===== config.mk =====
export PLATFORM = sky130hd
export DESIGN_NAME = cc_speed_monitor_flat
export DESIGN_NICKNAME = d
export VERILOG_FILES = /design/src/rtl/cc_speed_monitor_pkg.sv /design/src/rtl/cc_speed_monitor_if.sv /design/src/rtl/cc_speed_channel.sv /design/src/rtl/cc_speed_monitor.sv /design/src/flat_wrapper.sv
export SDC_FILE = /design/constraint.sdc
export NUM_CORES = 1
export LEC_CHECK = 0
export ABC_AREA = 1
export BUFFER_PORTS_ARGS = -buffer_cell sky130_fd_sc_hd__buf_2
export CAP_MARGIN = 20
export CORE_UTILIZATION = 54
export CTS_BUF_LIST = sky130_fd_sc_hd__clkbuf_16
export CTS_CLUSTER_DIAMETER = 120
export DETAILED_ROUTE_END_ITERATION = 6
export GPL_ROUTABILITY_DRIVEN = 0
export GPL_TIMING_DRIVEN = 0
export PLACE_DENSITY = 0.77
export SLEW_MARGIN = 20
export SYNTH_ARGS = -nofsm -noshare
export SYNTH_HDL_FRONTEND = slang
export SYNTH_SLANG_ARGS = --single-unit

===== constraint.sdc =====
create_clock -name CC_SPEEDMONITOR_CLOCK_50 -period 1.5 [get_ports CC_SPEEDMONITOR_CLOCK_50]
set_input_delay 0.075 -clock CC_SPEEDMONITOR_CLOCK_50 [delete_from_list [all_inputs] [get_ports CC_SPEEDMONITOR_CLOCK_50]]
set_output_delay 0.075 -clock CC_SPEEDMONITOR_CLOCK_50 [all_outputs]
set_load 0.01 [all_outputs]

===== src/rtl/cc_speed_monitor_pkg.sv =====
`default_nettype none
// ============================================================================
// Module  : cc_speed_monitor_pkg
// Brief   : Shared state encoding, sizing helper and reset constants for the
//           multi-channel speed monitor.
// Revision: 1.0
// ============================================================================
package cc_speed_monitor_pkg;

    localparam logic [1:0] ST_BELOW  = 2'd0;
    localparam logic [1:0] ST_ARM    = 2'd1;
    localparam logic [1:0] ST_ALARM  = 2'd2;
    localparam logic [1:0] ST_DISARM = 2'd3;

    typedef enum logic [1:0] {
        S_BELOW  = ST_BELOW,
        S_ARM    = ST_ARM,
        S_ALARM  = ST_ALARM,
        S_DISARM = ST_DISARM
    } state_t;

    // Debounce counter holds up to CONFIRM-1, and CONFIRM never exceeds 15.
    localparam int c_CNT_WIDTH = 4;

    // Limits reset to all ones so an unprogrammed channel only alarms at full scale.
    localparam logic [63:0] c_LIMIT_RESET = '1;

    // Ceiling log2 with a floor of 1, so a single channel still has a select bit.
    function automatic int clog2(input int value);
        int result;
        result = 0;
        while ((1 << result) < value) begin
            result = result + 1;
        end
        if (result < 1) begin
            result = 1;
        end
        return result;
    endfunction

endpackage
`default_nettype wire


===== src/rtl/cc_speed_monitor_if.sv =====
`default_nettype none
// ============================================================================
// Module  : cc_speed_monitor_if
// Brief   : Sample, limit-load and alarm bundle between the speed counters,
//           the monitor and the motor-control/alarm logic.
// Revision: 1.0
// ============================================================================
interface cc_speed_monitor_if
    import cc_speed_monitor_pkg::*;
#(
    parameter int DATAWIDTH = 8,
    parameter int CHANNELS  = 4,
    parameter int CHWIDTH   = clog2(CHANNELS)
);

    logic [CHANNELS*DATAWIDTH-1:0] CC_SPEEDMONITOR_data_InBUS;
    logic [CHANNELS-1:0]           CC_SPEEDMONITOR_sample_InHigh;
    logic [DATAWIDTH-1:0]          CC_SPEEDMONITOR_limitHigh_InBUS;
    logic [DATAWIDTH-1:0]          CC_SPEEDMONITOR_limitLow_InBUS;
    logic [CHWIDTH-1:0]            CC_SPEEDMONITOR_limitChannel_InBUS;
    logic                          CC_SPEEDMONITOR_loadSignal_InLow;
    logic                          CC_SPEEDMONITOR_loadAck_OutHigh;
    logic [CHANNELS-1:0]           CC_SPEEDMONITOR_clearSticky_InHigh;
    logic [CHANNELS-1:0]           CC_SPEEDMONITOR_signal_OutLow;
    logic                          CC_SPEEDMONITOR_anySignal_OutLow;
    logic [CHANNELS-1:0]           CC_SPEEDMONITOR_sticky_OutHigh;

    modport master (
        output CC_SPEEDMONITOR_data_InBUS,
        output CC_SPEEDMONITOR_sample_InHigh,
        output CC_SPEEDMONITOR_limitHigh_InBUS,
        output CC_SPEEDMONITOR_limitLow_InBUS,
        output CC_SPEEDMONITOR_limitChannel_InBUS,
        output CC_SPEEDMONITOR_loadSignal_InLow,
        input  CC_SPEEDMONITOR_loadAck_OutHigh,
        output CC_SPEEDMONITOR_clearSticky_InHigh,
        input  CC_SPEEDMONITOR_signal_OutLow,
        input  CC_SPEEDMONITOR_anySignal_OutLow,
        input  CC_SPEEDMONITOR_sticky_OutHigh
    );

    modport slave (
        input  CC_SPEEDMONITOR_data_InBUS,
        input  CC_SPEEDMONITOR_sample_InHigh,
        input  CC_SPEEDMONITOR_limitHigh_InBUS,
        input  CC_SPEEDMONITOR_limitLow_InBUS,
        input  CC_SPEEDMONITOR_limitChannel_InBUS,
        input  CC_SPEEDMONITOR_loadSignal_InLow,
        output CC_SPEEDMONITOR_loadAck_OutHigh,
        input  CC_SPEEDMONITOR_clearSticky_InHigh,
        output CC_SPEEDMONITOR_signal_OutLow,
        output CC_SPEEDMONITOR_anySignal_OutLow,
        output CC_SPEEDMONITOR_sticky_OutHigh
    );

endinterface
`default_nettype wire


===== src/rtl/cc_speed_channel.sv =====
`default_nettype none
// ============================================================================
// Module  : cc_speed_channel
// Brief   : One monitor channel: limit pair, debounced hysteresis FSM,
//           registered active-low alarm and sticky flag.
// Revision: 1.0
// ============================================================================
module cc_speed_channel
    import cc_speed_monitor_pkg::*;
#(
    parameter int DATAWIDTH = 8,
    parameter int CONFIRM   = 3
) (
    input  wire logic                 clk,
    input  wire logic                 rst_n,
    input  wire logic [DATAWIDTH-1:0] i_sample,
    input  wire logic                 i_sampleValid,
    input  wire logic                 i_limitWrite,
    input  wire logic [DATAWIDTH-1:0] i_limitHigh,
    input  wire logic [DATAWIDTH-1:0] i_limitLow,
    input  wire logic                 i_clearSticky,
    output logic                      o_signal,
    output logic                      o_sticky
);

    localparam logic [c_CNT_WIDTH-1:0] c_LAST = c_CNT_WIDTH'(CONFIRM - 1);

    state_t                   r_state;
    state_t                   w_stateNext;
    logic [c_CNT_WIDTH-1:0]   r_cnt;
    logic [c_CNT_WIDTH-1:0]   w_cntNext;
    logic [DATAWIDTH-1:0]     r_limitHigh;
    logic [DATAWIDTH-1:0]     r_limitLow;
    logic                     r_signal;
    logic                     r_sticky;
    logic                     w_atHigh;
    logic                     w_belowLow;
    logic                     w_enterAlarm;

    assign w_atHigh   = (i_sample >= r_limitHigh);
    assign w_belowLow = (i_sample <  r_limitLow);

    // A low limit above the high limit collapses to the high limit: no hysteresis.
    always_ff @(posedge clk or negedge rst_n) begin
        if (!rst_n) begin
            r_limitHigh <= c_LIMIT_RESET[DATAWIDTH-1:0];
            r_limitLow  <= c_LIMIT_RESET[DATAWIDTH-1:0];
        end else if (i_limitWrite) begin
            r_limitHigh <= i_limitHigh;
            r_limitLow  <= (i_limitLow > i_limitHigh) ? i_limitHigh : i_limitLow;
        end
    end

    always_comb begin
        w_stateNext  = r_state;
        w_cntNext    = r_cnt;
        w_enterAlarm = 1'b0;
        if (i_sampleValid) begin
            case (r_state)
                S_BELOW: begin
                    if (w_atHigh) begin
                        if (CONFIRM == 1) begin
                            w_stateNext  = S_ALARM;
                            w_enterAlarm = 1'b1;
                        end else begin
                            w_stateNext = S_ARM;
                            w_cntNext   = c_CNT_WIDTH'(1);
                        end
                    end
                end
                S_ARM: begin
                    if (!w_atHigh) begin
                        w_stateNext = S_BELOW;
                        w_cntNext   = '0;
                    end else if (r_cnt == c_LAST) begin
                        w_stateNext  = S_ALARM;
                        w_cntNext    = '0;
                        w_enterAlarm = 1'b1;
                    end else begin
                        w_cntNext = r_cnt + 1'b1;
                    end
                end
                S_ALARM: begin
                    if (w_belowLow) begin
                        if (CONFIRM == 1) begin
                            w_stateNext = S_BELOW;
                        end else begin
                            w_stateNext = S_DISARM;
                            w_cntNext   = c_CNT_WIDTH'(1);
                        end
                    end
                end
                S_DISARM: begin
                    if (!w_belowLow) begin
                        w_stateNext = S_ALARM;
                        w_cntNext   = '0;
                    end else if (r_cnt == c_LAST) begin
                        w_stateNext = S_BELOW;
                        w_cntNext   = '0;
                    end else begin
                        w_cntNext = r_cnt + 1'b1;
                    end
                end
            endcase
        end
    end

    // Alarm output follows the next state so it flips on the confirming edge.
    always_ff @(posedge clk or negedge rst_n) begin
        if (!rst_n) begin
            r_state  <= S_BELOW;
            r_cnt    <= '0;
            r_signal <= 1'b1;
            r_sticky <= 1'b0;
        end else begin
            r_state  <= w_stateNext;
            r_cnt    <= w_cntNext;
            r_signal <= !((w_stateNext == S_ALARM) || (w_stateNext == S_DISARM));
            if (w_enterAlarm) begin
                r_sticky <= 1'b1;
            end else if (i_clearSticky) begin
                r_sticky <= 1'b0;
            end
        end
    end

    assign o_signal = r_signal;
    assign o_sticky = r_sticky;

endmodule
`default_nettype wire


===== src/rtl/cc_speed_monitor.sv =====
`default_nettype none
// ============================================================================
// Module  : cc_speed_monitor
// Brief   : Multi-channel speed limit monitor: load-edge detection, channel
//           decode, load acknowledge and aggregate alarm around N channels.
// Revision: 1.0
// ============================================================================
module cc_speed_monitor
    import cc_speed_monitor_pkg::*;
#(
    parameter int SPEEDMONITOR_DATAWIDTH = 8,
    parameter int SPEEDMONITOR_CHANNELS  = 4,
    parameter int SPEEDMONITOR_CONFIRM   = 3,
    parameter int SPEEDMONITOR_CHWIDTH   = clog2(SPEEDMONITOR_CHANNELS)
) (
    input  wire logic         CC_SPEEDMONITOR_CLOCK_50,
    input  wire logic         CC_SPEEDMONITOR_RESET_InLow,
    cc_speed_monitor_if.slave speedBus
);

    localparam int W = SPEEDMONITOR_DATAWIDTH;
    localparam logic [SPEEDMONITOR_CHWIDTH:0] c_CHANNELS =
        (SPEEDMONITOR_CHWIDTH + 1)'(SPEEDMONITOR_CHANNELS);

    logic                             r_loadPrev;
    logic                             r_loadAck;
    logic                             w_loadEdge;
    logic                             w_channelInRange;
    logic                             w_loadAccept;
    logic [SPEEDMONITOR_CHANNELS-1:0] w_limitWrite;
    logic [SPEEDMONITOR_CHANNELS-1:0] w_signal;
    logic [SPEEDMONITOR_CHANNELS-1:0] w_sticky;

    // History resets high so a load held low through reset still loads once.
    assign w_loadEdge       = r_loadPrev && !speedBus.CC_SPEEDMONITOR_loadSignal_InLow;
    assign w_channelInRange = ({1'b0, speedBus.CC_SPEEDMONITOR_limitChannel_InBUS} < c_CHANNELS);
    assign w_loadAccept     = w_loadEdge && w_channelInRange;

    always_ff @(posedge CC_SPEEDMONITOR_CLOCK_50 or negedge CC_SPEEDMONITOR_RESET_InLow) begin
        if (!CC_SPEEDMONITOR_RESET_InLow) begin
            r_loadPrev <= 1'b1;
            r_loadAck  <= 1'b0;
        end else begin
            r_loadPrev <= speedBus.CC_SPEEDMONITOR_loadSignal_InLow;
            r_loadAck  <= w_loadAccept;
        end
    end

    generate
        for (genvar k = 0; k < SPEEDMONITOR_CHANNELS; k++) begin : g_channel
            assign w_limitWrite[k] = w_loadAccept &&
                (speedBus.CC_SPEEDMONITOR_limitChannel_InBUS == SPEEDMONITOR_CHWIDTH'(k));

            cc_speed_channel #(
                .DATAWIDTH (W),
                .CONFIRM   (SPEEDMONITOR_CONFIRM)
            ) u_channel (
                .clk           (CC_SPEEDMONITOR_CLOCK_50),
                .rst_n         (CC_SPEEDMONITOR_RESET_InLow),
                .i_sample      (speedBus.CC_SPEEDMONITOR_data_InBUS[k*W +: W]),
                .i_sampleValid (speedBus.CC_SPEEDMONITOR_sample_InHigh[k]),
                .i_limitWrite  (w_limitWrite[k]),
                .i_limitHigh   (speedBus.CC_SPEEDMONITOR_limitHigh_InBUS),
                .i_limitLow    (speedBus.CC_SPEEDMONITOR_limitLow_InBUS),
                .i_clearSticky (speedBus.CC_SPEEDMONITOR_clearSticky_InHigh[k]),
                .o_signal      (w_signal[k]),
                .o_sticky      (w_sticky[k])
            );
        end
    endgenerate

    assign speedBus.CC_SPEEDMONITOR_loadAck_OutHigh  = r_loadAck;
    assign speedBus.CC_SPEEDMONITOR_signal_OutLow    = w_signal;
    assign speedBus.CC_SPEEDMONITOR_anySignal_OutLow = &w_signal;
    assign speedBus.CC_SPEEDMONITOR_sticky_OutHigh   = w_sticky;

endmodule
`default_nettype wire


===== src/flat_wrapper.sv =====
// flat-port wrapper written by rule: the top's interface ports become plain ports
module cc_speed_monitor_flat import cc_speed_monitor_pkg::*;
#(
    parameter int SPEEDMONITOR_DATAWIDTH = 8,
    parameter int SPEEDMONITOR_CHANNELS  = 4,
    parameter int SPEEDMONITOR_CONFIRM   = 3,
    parameter int SPEEDMONITOR_CHWIDTH   = clog2(SPEEDMONITOR_CHANNELS)
)
  (CC_SPEEDMONITOR_CLOCK_50, CC_SPEEDMONITOR_RESET_InLow, speedBus_CC_SPEEDMONITOR_data_InBUS, speedBus_CC_SPEEDMONITOR_sample_InHigh, speedBus_CC_SPEEDMONITOR_limitHigh_InBUS, speedBus_CC_SPEEDMONITOR_limitLow_InBUS, speedBus_CC_SPEEDMONITOR_limitChannel_InBUS, speedBus_CC_SPEEDMONITOR_loadSignal_InLow, speedBus_CC_SPEEDMONITOR_loadAck_OutHigh, speedBus_CC_SPEEDMONITOR_clearSticky_InHigh, speedBus_CC_SPEEDMONITOR_signal_OutLow, speedBus_CC_SPEEDMONITOR_anySignal_OutLow, speedBus_CC_SPEEDMONITOR_sticky_OutHigh);
  cc_speed_monitor_if #(.DATAWIDTH((8)), .CHANNELS((4)), .CHWIDTH(2)) speedBus_i ();
  input  wire logic CC_SPEEDMONITOR_CLOCK_50;
  input  wire logic CC_SPEEDMONITOR_RESET_InLow;
  input wire logic [$bits(speedBus_i.CC_SPEEDMONITOR_data_InBUS)-1:0] speedBus_CC_SPEEDMONITOR_data_InBUS;
  input wire logic [$bits(speedBus_i.CC_SPEEDMONITOR_sample_InHigh)-1:0] speedBus_CC_SPEEDMONITOR_sample_InHigh;
  input wire logic [$bits(speedBus_i.CC_SPEEDMONITOR_limitHigh_InBUS)-1:0] speedBus_CC_SPEEDMONITOR_limitHigh_InBUS;
  input wire logic [$bits(speedBus_i.CC_SPEEDMONITOR_limitLow_InBUS)-1:0] speedBus_CC_SPEEDMONITOR_limitLow_InBUS;
  input wire logic [$bits(speedBus_i.CC_SPEEDMONITOR_limitChannel_InBUS)-1:0] speedBus_CC_SPEEDMONITOR_limitChannel_InBUS;
  input wire logic [$bits(speedBus_i.CC_SPEEDMONITOR_loadSignal_InLow)-1:0] speedBus_CC_SPEEDMONITOR_loadSignal_InLow;
  output wire logic [$bits(speedBus_i.CC_SPEEDMONITOR_loadAck_OutHigh)-1:0] speedBus_CC_SPEEDMONITOR_loadAck_OutHigh;
  input wire logic [$bits(speedBus_i.CC_SPEEDMONITOR_clearSticky_InHigh)-1:0] speedBus_CC_SPEEDMONITOR_clearSticky_InHigh;
  output wire logic [$bits(speedBus_i.CC_SPEEDMONITOR_signal_OutLow)-1:0] speedBus_CC_SPEEDMONITOR_signal_OutLow;
  output wire logic [$bits(speedBus_i.CC_SPEEDMONITOR_anySignal_OutLow)-1:0] speedBus_CC_SPEEDMONITOR_anySignal_OutLow;
  output wire logic [$bits(speedBus_i.CC_SPEEDMONITOR_sticky_OutHigh)-1:0] speedBus_CC_SPEEDMONITOR_sticky_OutHigh;
  assign speedBus_i.CC_SPEEDMONITOR_data_InBUS = speedBus_CC_SPEEDMONITOR_data_InBUS;
  assign speedBus_i.CC_SPEEDMONITOR_sample_InHigh = speedBus_CC_SPEEDMONITOR_sample_InHigh;
  assign speedBus_i.CC_SPEEDMONITOR_limitHigh_InBUS = speedBus_CC_SPEEDMONITOR_limitHigh_InBUS;
  assign speedBus_i.CC_SPEEDMONITOR_limitLow_InBUS = speedBus_CC_SPEEDMONITOR_limitLow_InBUS;
  assign speedBus_i.CC_SPEEDMONITOR_limitChannel_InBUS = speedBus_CC_SPEEDMONITOR_limitChannel_InBUS;
  assign speedBus_i.CC_SPEEDMONITOR_loadSignal_InLow = speedBus_CC_SPEEDMONITOR_loadSignal_InLow;
  assign speedBus_CC_SPEEDMONITOR_loadAck_OutHigh = speedBus_i.CC_SPEEDMONITOR_loadAck_OutHigh;
  assign speedBus_i.CC_SPEEDMONITOR_clearSticky_InHigh = speedBus_CC_SPEEDMONITOR_clearSticky_InHigh;
  assign speedBus_CC_SPEEDMONITOR_signal_OutLow = speedBus_i.CC_SPEEDMONITOR_signal_OutLow;
  assign speedBus_CC_SPEEDMONITOR_anySignal_OutLow = speedBus_i.CC_SPEEDMONITOR_anySignal_OutLow;
  assign speedBus_CC_SPEEDMONITOR_sticky_OutHigh = speedBus_i.CC_SPEEDMONITOR_sticky_OutHigh;
  cc_speed_monitor #(.SPEEDMONITOR_DATAWIDTH(SPEEDMONITOR_DATAWIDTH), .SPEEDMONITOR_CHANNELS(SPEEDMONITOR_CHANNELS), .SPEEDMONITOR_CONFIRM(SPEEDMONITOR_CONFIRM), .SPEEDMONITOR_CHWIDTH(SPEEDMONITOR_CHWIDTH)) u_core (.CC_SPEEDMONITOR_CLOCK_50(CC_SPEEDMONITOR_CLOCK_50), .CC_SPEEDMONITOR_RESET_InLow(CC_SPEEDMONITOR_RESET_InLow), .speedBus(speedBus_i));
endmodule

==> reports/metrics.csv, run 1 <==
metric,value,unit
status,"complete, but fails checks",
failing checks,setup timing,
top-count cell post-synth,nand2_1,
Via Count,6333,
Synth top area share,27.1,%
worst hold start,speedBus_CC_SPEEDMONITOR_sample_InHigh[3],
crit-path max cell delay,540,ps
total global routing overflow,0,
H-tree depth,3,
Peak Freq,568,MHz
crit path cell chain,inv_2 -> ha_4 -> nand2_2 -> inv_2 -> nor2_2 -> o21a_1 -> nand3_2 -> nand2_4 -> inv_4 -> nand2_4 -> nand2_1 -> nand2_1,
Final WS setup,-259,ps
Nets,1141,
Clock Skew,11.5,ps
worst-margin pin slew,466,ps
I/O pins,71,
via/cell ratio,5.38,
R2R Path Start,u_core.g_channel[2].u_channel.r_limitHigh[7],
synthesized area per cell,7.63,µm²
Buf/Inv on CP,3,
Syn Inst Count,876,
leak pwr,4.59,nW
Max Cap Viol,0,
sequential share of the synthesized area,38.0,%
"Net Count, Synth",1013,
cell area after synthesis,6690,µm²
switch share,38.3,%
number of fill cells in the layout,768,
Post-Layout Inst Area,9340,µm²
Root Driver,clkbuf_16,
CTS sink count,98,
dpl cell area,7550,µm²
min Tclk post-route,1760,ps
Clock Latency Late Sink,360,ps
die area,12800,µm²
YS warnings,0,
Pre-Repair DR Iteration Count,5,
CTS buffer count,9,
first-pass GRT wire length,27900,µm
Initial Util,55.4,%
Comb power frac,41.7,%
CP Data Required Time,1790,ps
P&R area growth vs syn,39.7,%
Net Sw Power,4.25,mW
clock-pin slew on the worst setup and hold paths,70,ps
ys async rst share,100,%
post-route DRC violation count,0,
layout cells sized above 1,47.8,%
relative slew slack,68.8,%
CP max-delay cell,dfstp_2,
RSZ-0062 raised after global routing,yes,
CP arrival,2050,ps
placed cells,1115,
CP startpoint,u_core.g_channel[2].u_channel.r_limitHigh[7],
DP HPWL,11500,µm
clock share of power,22.5,%
wire length per cell,16.2,µm
Die Y,113,µm
P_int,6.86,mW
worst-path fanout max,4,
Initial DRC Count,603,
chip width,113,µm
antenna-violating nets left,0,
peak supply drop,0.000771,V
post-synth top area cell,dfstp_2,
Synth area leaders,"dfstp_2 27%, nand2_1 16%, ha_1 14%, dfrtp_1 11%, inv_1 8.3%",
# diodes,0,
fraction of the cycle the final worst path needs,117,%
synthesis-stage register bit count,98,
antenna violations before repair,0,
Crit path max-delay family,simple AND/OR/NAND/NOR gates,
Non-Filler Instances,1177,
max-slew violations,0,
Max clock buf depth,2,
Core Rows,40,
Hold Crit Class,in -> reg,
Post-synth EDFFs,0,
Crit Path Class,reg -> reg,
Post-Route WL,19100,µm
CP startpoint kind,register,
pwr/cell area,1190,nW/µm²
Post-synth top flop,dfstp_2,
largest net degree at the start of global routing,58,
port bufs,70,
final setup fails,61,
vias in the first global route,5967,
Flop pwr share,35.8,%
commonest cells in the netlist,"283 x nand2_1, 147 x inv_1, 77 x nand3_1",
CP Capture Type,register,
Final Hold Vio Count,0,
CTS tree,yes,
post-synthesis cell type count,28,
GRT Total Usage,27.6,%
core area,12100,µm²
[path summary, 6_finish.rpt]
path,cells past startpoint,endpoint,slack (ps)
max,12,u_core.g_channel[2].u_channel.r_cnt[3],-260
min,4,u_core.g_channel[3].u_channel.r_state[0],20
max reg2reg,12,u_core.g_channel[2].u_channel.r_cnt[3],-260
min reg2reg,2,u_core.g_channel[1].u_channel.r_limitLow[6],470
max in group asynchronous,3,u_core.g_channel[2].u_channel.r_limitHigh[1],620
min in group asynchronous,2,u_core.g_channel[1].u_channel.r_cnt[3],190
[area by class of cell]
cell class                      count  area (µm²)  share of cell area (%)
Clock buffer                        9         225                    2.41
Clock inverter                      7        93.8                    1.00
Buffer                             16         136                    1.46
Tap cell                          168         210                    2.25
Multi-Input combinational cell    612        4700                    50.3
Inverter                          150         576                    6.16
Sequential cell                    98        2540                    27.2
Timing Repair Buffer              117         857                    9.18
[logic make-up (layout without fill, tap and decap cells)]
kind of cell | after synthesis | in the layout | synth area share, %
compound gates | 80 | 80 | 6.29
xor+xnor | 6 | 6 | 0.786
fa+ha+maj | 76 | 76 | 14.2
buf+inv | 166 | 299 | 9.92
flops | 98 | 98 | 38.0
simple gates | 450 | 450 | 30.8
[metrics by stage]
step	worst slack, ps	TNS, ps	hold slack, ps	total power, mW	utilization [%]
after floorplan	-74.9	-1230	-221	6.33	-
after global placement	-668	-39850	212	7.05	62.3
after detailed placement	-262	-12100	11.6	7.19	62.6
after CTS	-193	-5070	0.765	10.1	69.4
after global routing	-366	-12590	10.7	11.8	77.4
final	-259	-7490	16.5	11.1	77.4
[registers in the layout, summed over array words and instances, names as in the netlist]
name / flops
u_core.speedBus.CC_SPEEDMONITOR_loadAck_OutHigh: 1
u_core.g_channel.u_channel.r_cnt: 16
u_core.g_channel.u_channel.r_state: 8
u_core.g_channel.u_channel.o_sticky: 4
u_core.g_channel.u_channel.r_limitLow: 32
u_core.g_channel.u_channel.o_signal: 4
u_core.r_loadPrev: 1
u_core.g_channel.u_channel.r_limitHigh: 32
[placed cells by master (no fill, tap or decap), types with 2 or more instances in the layout]
cell type	count
nand2_1	198
inv_1	93
buf_2	73
dfstp_2	69
nand2_2	61
inv_2	52
nand3_1	44
ha_4	41
nand2_4	36
ha_1	35
nand3_2	32
nor2_1	29
dfrtp_1	29
buf_4	24
o21ai_0	23
nand4_1	21
dlygate4sd3_1	17
o21ai_2	14
a21oi_1	13
a21oi_2	13
buf_6	12
nor2_4	11
clkbuf_16	11
o21ai_1	8
nor2_2	7
o21a_1	5
inv_4	5
nand3b_1	4
xor2_1	4
buf_8	3
o21a_4	2
nand3_4	2
nor3_4	2
xnor2_1	2
clkinv_4	2
bufinv_16	2
[power by group through the flow]
stage	Clock (mW)	Combinational (mW)	Sequential [mW]
after detailed placement	0	3.26	3.92
after CTS	2.53	3.71	3.90
final	2.50	4.63	3.98
after global routing	2.63	5.15	4.04
after global placement	0	3.14	3.91
after floorplan	0	2.52	3.81
[layer usage]
| metal | global-route usage, % | wire length [µm] | vias up |
|---|---|---|---|
| met5 | 0 | 0 | - |
| met4 | 11.6 | 557 | 0 |
| met3 | 3.27 | 870 | 57 |
| met2 | 47.7 | 9690 | 226 |
| met1 | 35.2 | 7970 | 3009 |
| li1 | - | - | 3041 |
[timing repair]
action,4_1_cts,5_1_grt
gates resized for setup,69,206
endpoints found under the setup margin,42,78
cloned,0,4
endpoints found under the hold margin,54,4
hold buffers,12,5
buffers inserted,10,15
pin swaps,80,124
[worst min-delay path, delay by kind of cell]
family	cells	cell delay [ps]
buffers and inverters	2	160
and+or+nand+nor	2	90
(Power assumes the default switching activity.)
==> inputs of run 2 (changes only) <==
--- a/config.mk
+++ b/config.mk
@@ -8,14 +8,15 @@
 export ABC_AREA = 1
 export BUFFER_PORTS_ARGS = -buffer_cell sky130_fd_sc_hd__buf_2
 export CAP_MARGIN = 20
-export CORE_UTILIZATION = 54
+export CORE_UTILIZATION = 55
 export CTS_BUF_LIST = sky130_fd_sc_hd__clkbuf_16
 export CTS_CLUSTER_DIAMETER = 120
 export DETAILED_ROUTE_END_ITERATION = 6
 export GPL_ROUTABILITY_DRIVEN = 0
 export GPL_TIMING_DRIVEN = 0
-export PLACE_DENSITY = 0.77
+export PLACE_DENSITY = 0.78
 export SLEW_MARGIN = 20
 export SYNTH_ARGS = -nofsm -noshare
 export SYNTH_HDL_FRONTEND = slang
+export SYNTH_HIERARCHICAL = 1
 export SYNTH_SLANG_ARGS = --single-unit
==> reports/metrics.csv, run 2 <==
metric,value,unit,change
P&R area growth vs syn,28.3,%,
top-count cell post-synth,nand2_1,,
status,"complete, but fails checks",,
max-slew violations,0,,unchanged
Core Rows,42,,+5.0%
Max clock buf depth,2,,unchanged
# diodes,0,,unchanged
CP arrival,1990,ps,-60 ps
setup TNS,-5540,ps,+1950 ps
largest net degree at the start of global routing,53,,-8.6%
post-route DRC violation count,0,,unchanged
clock-pin slew on the worst setup and hold paths,70,ps,about the same
Initial DRC Count,384,,-36%
post-synthesis cell type count,28,,unchanged
CP startpoint,u_core/g_channel[0].u_channel/r_limitHigh[5],,
Post-Layout Inst Area,9790,µm²,+4.8%
Initial Util,56.9,%,+1.5 points
Multi-input gate area,5240,µm²,+11%
core area,13400,µm²,+11%
Post-Route WL,19300,µm,+1.2%
worst-margin pin slew,490,ps,+24.3 ps
Post-synth top flop,dfstp_2,,
ys async rst share,100,%,unchanged
Worst Hold Path Cells,4,,unchanged
pwr/cell area,1130,nW/µm²,-5.1%
YS warnings,6,,+6
Clock Latency Late Sink,350,ps,about the same
CTS buffer count,9,,unchanged
crit path capture,u_core/g_channel[0].u_channel/r_cnt[3],,
leak pwr,4.96,nW,+8.1%
layout cells sized above 1,38.1,%,-9.7 points
wire length per cell,14.4,µm,-11%
register area,2540,µm²,unchanged
post-synth top area cell,dfstp_2,,
"Net Count, Synth",1207,,+19%
peak supply drop,0.00103,V,+34%
die area,14300,µm²,+12%
top flop regs,"u_core/g_channel.u_channel/r_limitHigh (32), u_core/g_channel.u_channel/r_limitLow (32), u_core/g_channel.u_channel/r_cnt (16)",,
CP Capture Type,register,,
antenna violations before repair,0,,unchanged
"commonest non-fill, non-tap cells in the layout","251 x nand2_1, 156 x inv_1, 92 x nand3_1",,
Final WS setup,-242,ps,+17.5 ps
Die Y,120,µm,+5.8%
CTS sink count,98,,unchanged
fraction of the cycle the final worst path needs,116,%,-1.2 points
Synth top area share,23.8,%,-3.4 points
Pre-Repair DR Iteration Count,5,,unchanged
Peak Freq,574,MHz,+1.0%
total global routing overflow,0,,unchanged
Post-synth EDFFs,0,,unchanged
chip width,120,µm,+5.8%
reg2reg path depth,11,,-1
number of fill cells in the layout,1008,,+31%
Root Driver,clkbuf_16,,
relative slew slack,67.2,%,-1.6 points
I/O pins,71,,unchanged
CTS tree,yes,,
port bufs,70,,unchanged
Hold Crit Class,in -> reg,,
RSZ-0062 raised after global routing,yes,,
FF-to-FF End,u_core/g_channel[0].u_channel/r_cnt[3],,
H-tree depth,3,,unchanged
worst-path fanout max,4,,unchanged
final hold slack,25.2,ps,+8.70 ps
synthesized area per cell,7.25,µm²,-5.0%
Max Cap Viol,0,,unchanged
min Tclk post-route,1740,ps,-17.5 ps
Synth area leaders,"dfstp_2 24%, ha_1 15%, nand2_1 15%, dfrtp_1 9.5%, inv_1 9.5%",,
Syn Inst Count,1052,,+20%
GRT Total Usage,27.5,%,-0.099 points
via/cell ratio,5.19,,-3.5%
Crit Path Class,reg -> reg,,
CP Data Required Time,1740,ps,-50 ps
Nets,1319,,+16%
commonest cells in the netlist,"307 x nand2_1, 193 x inv_1, 98 x nand3_1",,
Via Count,6983,,+10%
"commonest non-fill, non-tap cell in the layout",nand2_1,,
failing checks,setup timing,,
cell area after synthesis,7630,µm²,+14%
Total Power,11.1,mW,-0.47%
sequential share of the synthesized area,33.3,%,-4.7 points
vias in the first global route,6648,,+11%
r2r setup slk,-240,ps,+20 ps
DP HPWL,12900,µm,+12%
CP startpoint kind,register,,
Clock Skew,5.68,ps,-5.84 ps
final setup fails,32,,-48%
Final Hold Vio Count,0,,unchanged
R2R Path Start,u_core/g_channel[0].u_channel/r_limitHigh[5],,
post-place setup slack,-241,ps,+20.7 ps
synthesis-stage register bit count,98,,unchanged
first-pass GRT wire length,31300,µm,+12%
dpl cell area,8620,µm²,+14%
antenna-violating nets left,0,,unchanged
-- run 2: cell types whose count changed after synthesis, sizes merged, moves of 3 or more --
| cell | previous run | this run |
|---|---|---|
| nor2 | 47 | 59 |
| nand3 | 78 | 105 |
| a21o | 1 | 4 |
| nand4 | 22 | 28 |
| a21oi | 27 | 34 |
| nand2 | 296 | 331 |
| o21ai | 45 | 64 |
| inv | 150 | 213 |
| nand3b | 4 | 0 |
| ha | 76 | 94 |
| clkinv | 0 | 3 |
| clkbuf | 0 | 6 |
| buf | 16 | 3 |
-- run 2: per-layer routing --
layer,GRT usage (%),part of all wire [%],vias up
met5,0,0,-
met4,7.27,2.3,0
met3,5.28,3.7,36
met2,48.5,51,147
met1,34.4,43,3241
li1,-,-,3559
-- run 2: what timing repair did --
action | 4_1_cts | 5_1_grt
pin swaps | 61 | 61
endpoints found under the setup margin | 84 | 78
hold endpoints to repair | 22 | 0
buffers inserted | 14 | 10
gates resized for setup | 80 | 79
hold buffers | 6 | 0
-- run 2: kinds of logic after synthesis --
kind of cell	count (synthesis)	share of synthesized area, %
AO/OA/AOI/OAI	107	7.62
XOR/XNOR	5	0.574
adder cells (fa/ha/maj)	94	15.4
buffers and inverters	225	11.1
flip-flops	98	33.3
AND/OR/NAND/NOR	523	32.0
-- run 2: how the worst min path moves through the flow --
stage                                               endpoint                                       from  slack (ps)
floorplan             u_core/g_channel[0].u_channel/o_sticky                CC_SPEEDMONITOR_RESET_InLow        -220
finish              u_core/g_channel[2].u_channel/r_state[0]  speedBus_CC_SPEEDMONITOR_sample_InHigh[2]          30
CTS                 u_core/g_channel[2].u_channel/r_state[0]  speedBus_CC_SPEEDMONITOR_sample_InHigh[2]           8
global route        u_core/g_channel[2].u_channel/r_state[0]  speedBus_CC_SPEEDMONITOR_sample_InHigh[2]          30
global placement                           u_core/r_loadPrev  speedBus_CC_SPEEDMONITOR_loadSignal_InLow         200
detailed placement    u_core/g_channel[0].u_channel/r_cnt[2]                CC_SPEEDMONITOR_RESET_InLow          40
-- run 2: layout make-up --
type	instances	area share, %
multi-input combinational	729	53.5
sequential	98	25.9
inverter	216	8.32
timing repair buffer	101	6.42
clock buffer	11	2.81
tap	176	2.25
buffer	9	0.511
clock inverter	5	0.268
-- run 2: worst max-delay path: stages, from the launching register on --
cell	delay [ps]
dfstp_2	540
inv_2	60
ha_4	290
nand2_4	50
nor2_4	140
nand2_2	100
nand4_1	110
nand2_2	90
inv_2	70
nand2_2	70
nand2_1	70
nand2_1	50
-- run 2: through the flow --
| step | std cells | utilization, % |
|---|---|---|
| final | 1345 | 73.1 |
| after detailed placement | 1299 | 64.3 |
| after global placement | 1298 | 64.1 |
| after floorplan | 1052 | - |
| after CTS | 1335 | 70.0 |
| after global routing | 1345 | 73.1 |
-- run 2: power breakdown --
part	switching [mW]	total [mW]	internal (mW)
clock network	1.02	2.33	1.31
logic	2.79	4.78	1.99
registers	0.463	3.94	3.48
total	4.27	11.1	6.78
